### src/rtl/fetch_arbiter.sv
// rtl/fetch_arbiter.sv - shares one synchronous-read memory port between instruction fetch and data access.
// Optional macro FETCH_ARB_STARVE_EN adds an anti-starvation counter that forces a fetch win.
module fetch_arbiter #(
   parameter int ADDR_WIDTH   = 14,
   parameter int STARVE_LIMIT = 3
) (
   input  logic                  clk,
   input  logic                  rst,
   input  logic                  if_req,
   input  logic [31:0]           if_addr,
   input  logic                  if_flush,
   input  logic                  d_req,
   input  logic [3:0]            d_we,
   input  logic [31:0]           d_addr,
   input  logic [31:0]           d_wdata,
   input  logic [31:0]           mem_rdata,
   output logic                  mem_en,
   output logic [3:0]            mem_we,
   output logic [ADDR_WIDTH-1:0] mem_addr,
   output logic [31:0]           mem_wdata,
   output logic                  if_stall,
   output logic [31:0]           if_inst,
   output logic                  if_inst_valid,
   output logic                  d_stall,
   output logic [31:0]           d_rdata,
   output logic                  d_rvalid
);

   localparam logic [31:0] NOP_INST = 32'h0000_0013;

   typedef enum logic [1:0] {
      OWN_NONE,
      OWN_FETCH,
      OWN_DATA_RD
   } owner_t;

   owner_t      owner_q, owner_d;
   logic [31:0] hold_q, hold_d;
   logic        fetch_grant;
   logic        data_grant;

   // Word addressing: byte-offset and bits above the memory depth are not decoded.
   logic unused_addr_bits;
   assign unused_addr_bits = ^{if_addr[31:ADDR_WIDTH+2], if_addr[1:0],
                               d_addr[31:ADDR_WIDTH+2], d_addr[1:0]};

`ifdef FETCH_ARB_STARVE_EN
   localparam int CNT_W = $clog2(STARVE_LIMIT + 1);
   localparam logic [CNT_W-1:0] LIMIT = CNT_W'(STARVE_LIMIT);

   logic [CNT_W-1:0] starve_cnt_q, starve_cnt_d;
   logic             starve_hit;

   assign starve_hit = (starve_cnt_q == LIMIT);

   always_comb begin
      data_grant  = d_req & ~(if_req & starve_hit);
      fetch_grant = if_req & ~data_grant;
   end

   always_comb begin
      starve_cnt_d = starve_cnt_q;
      if (!if_req || fetch_grant) begin
         starve_cnt_d = '0;
      end else if (starve_cnt_q != LIMIT) begin
         starve_cnt_d = starve_cnt_q + 1'b1;
      end
   end

   always_ff @(posedge clk) begin
      if (rst) begin
         starve_cnt_q <= '0;
      end else begin
         starve_cnt_q <= starve_cnt_d;
      end
   end
`else
   always_comb begin
      data_grant  = d_req;
      fetch_grant = if_req & ~d_req;
   end
`endif

   always_comb begin
      mem_en    = fetch_grant | data_grant;
      mem_we    = 4'b0000;
      mem_wdata = 32'h0;
      mem_addr  = '0;
      if (data_grant) begin
         mem_we    = d_we;
         mem_wdata = d_wdata;
         mem_addr  = d_addr[ADDR_WIDTH+1:2];
      end else if (fetch_grant) begin
         mem_addr  = if_addr[ADDR_WIDTH+1:2];
      end
      if_stall = if_req & ~fetch_grant;
      d_stall  = d_req & ~data_grant;
   end

   // Writes return nothing, so they leave no owner for the next cycle.
   always_comb begin
      owner_d = OWN_NONE;
      if (data_grant) begin
         owner_d = (d_we == 4'b0000) ? OWN_DATA_RD : OWN_NONE;
      end else if (fetch_grant) begin
         owner_d = OWN_FETCH;
      end
   end

   always_comb begin
      hold_d        = hold_q;
      if_inst       = hold_q;
      if_inst_valid = 1'b0;
      d_rdata       = 32'h0;
      d_rvalid      = 1'b0;
      case (owner_q)
         OWN_FETCH: begin
            if (if_flush) begin
               if_inst = NOP_INST;
            end else begin
               if_inst       = mem_rdata;
               if_inst_valid = 1'b1;
               hold_d        = mem_rdata;
            end
         end
         OWN_DATA_RD: begin
            d_rdata  = mem_rdata;
            d_rvalid = 1'b1;
         end
         default: ;
      endcase
   end

   always_ff @(posedge clk) begin
      if (rst) begin
         owner_q <= OWN_NONE;
         hold_q  <= NOP_INST;
      end else begin
         owner_q <= owner_d;
         hold_q  <= hold_d;
      end
   end

endmodule

### config.mk
export PLATFORM = sky130hd
export DESIGN_NAME = fetch_arbiter
export DESIGN_NICKNAME = d
export VERILOG_FILES = /design/src/rtl/fetch_arbiter.sv
export SDC_FILE = /design/constraint.sdc
export NUM_CORES = 1
export LEC_CHECK = 0
export CORE_AREA = 2 2 100 102
export CTS_CLUSTER_SIZE = 25
export DETAILED_ROUTE_END_ITERATION = 7
export DIE_AREA = 0 0 102 104
export PLACE_DENSITY = 0.71
export SLEW_MARGIN = 10
export SYNTH_ARGS = -nofsm -noshare
export SYNTH_HDL_FRONTEND = slang
export SYNTH_SLANG_ARGS = --single-unit
### constraint.sdc
create_clock -name clk -period 2.4 [get_ports clk]
set_input_delay 0.48 -clock clk [delete_from_list [all_inputs] [get_ports clk]]
set_output_delay 0.48 -clock clk [all_outputs]
set_load 0.02 [all_outputs]
==> flow_summary_export.csv <==
group,metric,value,unit
critical_path,r2r_start,"owner_q[0]",
critical_path,crit_arrival,1840,ps
timing,worst_slack,84.55,ps
power,leakagePower,2.225,nW
synth,ys_warn_count,0,
critical_path,path_max_fanout,13,
die,rows,36,
synth,synth_nets,420,
timing,hold_slack,475.2,ps
timing,fmax,431.9,MHz
timing,setup_viol,0,
cells_and_area,diodes,0,
placed_design,post-place-ws,-500.9,ps
synth,ys_ff_latch,34,
clock_network,numClockSinks,34,
routing,ant_nets,0,
critical_path,rr_endpoint,"hold_q[29]",
die,start_util,25.54,%
power,total_power,1.614,mW
global_routing,grt_pass1_wl,15120,µm
cells_and_area,drive_gt1_share,15.38,%
global_routing,first_global_vias,2837,
clock_network,worstSkewPairLatency,280,ps
routing,wl_per_cell,15.48,µm
critical_path,r2r.worst_path.cells,5,
timing,drv_slew,0,
hold_path,min_path_cells,2,
timing,rsz0062_at_grt,"false",
routing,firstDrtPassIters,4,
run_status,status,"finished clean",
timing,fin_worst_skew,6.704,ps
clock_network,cts_buffer_depth,2,
job,cap_violations,0,
clock_network,cts_tree,"done",
synth,synth_area_per_cell,8.617,µm²
cells_and_area,final_cells,640,
clock_network,h-tree-depth,2,
routing,drt_iter0_drc,42,
timing,fin_setup_tns,0,ps
power,peakVddDrop,0.2298,mV
routing,viasPerCell,4.363,
synth,synth_cell_types,18,
routing,vias,2792,
power,pwr_density_cell,323.0,mW/mm²
clock_network,root_buffer,"clkbuf_8",
global_routing,overflow,0,
clock_network,cts-buffers-inserted,5,
global_routing,grt.total_usage,18.11,%
synth,synth_cells,283,
critical_path,worstSetupStartpointType,"primary input",
timing,period_share,96.48,%
critical_path,end_kind,"output port",
hold_path,worstHoldEndpoint,"hold_q[20]",
hold_path,hp-class,"flop to flop",
placed_design,gp_congestion,0.8332,
timing,final_hold_viol_count,0,
placed_design,io_buffers,218,
synth,seq_area_frac_synth,27.91,%
timing,fin_crit,2315,ps
global_routing,grt_antenna_before_repair,0,
critical_path,path_cells,"dlygate4sd2_1, or3b_4, clkinv_4, bufbuf_16, a22o_1, buf_2",
cells_and_area,fin_nets,643,
placed_design,dp_hpwl,7799,µm
cells_and_area,final_core_util,52.32,%
synth,synth_area,0.002439,mm²
critical_path,crit_slowest_cell,"or3b_4",
critical_path,worstSetupPathType,"primary input to output port",
placed_design,dpl.cell_count,630,
critical_path,rrSetupSlack,800,ps
die,io_pins,256,
hold_path,holdCritStartpoint,"hold_q[20]",
cells_and_area,final_common_cell,"clkdlybuf4s50_1",
clock_network,clkTransAtPathRegs,80,ps
routing,routed_wl,9908,µm
cells_and_area,mostFrequentLayoutCells,"121 x clkdlybuf4s50_1, 69 x and2_1, 59 x nand2b_1",
die,die_w,102,µm
die,core,0.009549,mm²
die,die_h,104,µm
critical_path,crit_required,1920,ps
critical_path,slowest_delay,430,ps
placed_design,post_dp_cell_area,0.004835,mm²
global_routing,grt_start_max_net_pins,67,
cells_and_area,synthToLayoutAreaGrowth,104.9,%
routing,drcViolationCount,0,
cells_and_area,finalInstanceArea,0.004996,mm²
clock_network,postCtsSetupRepairBufs,0,
die,dieArea,0.01061,mm²
clock_network,hold_buffers,0,
## synthesized netlist by cell type
master	count	area (µm²)
and2_1	69	431.7
nand2b_1	59	369.1
a22o_1	43	376.6
dfxtp_1	34	680.7
mux2i_1	32	320.3
clkbuf_1	17	63.81
nor2_1	6	22.52
buf_4	5	37.54
nor2b_1	4	25.02
buf_6	3	33.78
o22a_1	3	26.28
buf_2	2	10.01
clkinv_2	1	5.000
conb_1	1	3.750
nor3_1	1	5.000
or2_2	1	6.260
or3b_4	1	11.26
or4b_2	1	10.01
## critical path, delay by kind of cell
kind                   cells  cell delay, ps
buffers and inverters      4             790
AND/OR/NAND/NOR            1             430
AO/OA/AOI/OAI              1             120
## worst max path at each step
stage | slack (ps) | end | from
after detailed placement | -500 | if_inst[16] | if_flush
after CTS | 50 | d_rdata[29] | owner_q[1]
after floorplan | 510 | if_inst[24] | if_flush
final | 80 | if_inst[28] | if_flush
after global placement | -500 | if_inst[31] | if_flush
after global routing | 1 | d_rdata[28] | owner_q[1]
## repair_timing
| item | CTS | global route |
|---|---|---|
| gates cloned | 2 | 0 |
| endpoints found under the hold margin | 0 | 0 |
| resized for setup | 145 | 11 |
| endpoints found under the setup margin | 77 | 11 |
## area by class of cell
class / instances / area, µm²
Clock inverter: 2 / 12.51
Clock buffer: 6 / 82.58
Timing Repair Buffer: 243 / 2435
Fill cell: 916 / 4553
Inverter: 1 / 8.758
Sequential cell: 34 / 680.7
Multi-Input combinational cell: 221 / 1610
Tap cell: 133 / 166.4
## kinds of logic after synthesis
family	after synthesis	synth area share (%)
AO/OA/AOI/OAI	46	16.52
buffers and inverters	28	6.157
flip-flops	34	27.91
multiplexers	32	13.14
other	1	0.1538
AND/OR/NAND/NOR	142	36.12
## registers in the layout, indices dropped and copies added, names as in the netlist
register and count:
hold_q 32, owner_q 2
## layer usage
layer  part of all wire (%)  global-route usage, %
met1                     39                  19.96
met3                    9.5                  5.914
met5                      0                      0
met4                    1.5                  4.381
met2                     50                  32.94
## power by group
group	switching (mW)	internal (mW)
sequential	0.00699	0.576
clock	0.219	0.231
combinational	0.256	0.325
No activity file was read; power rests on OpenSTA's default activity.
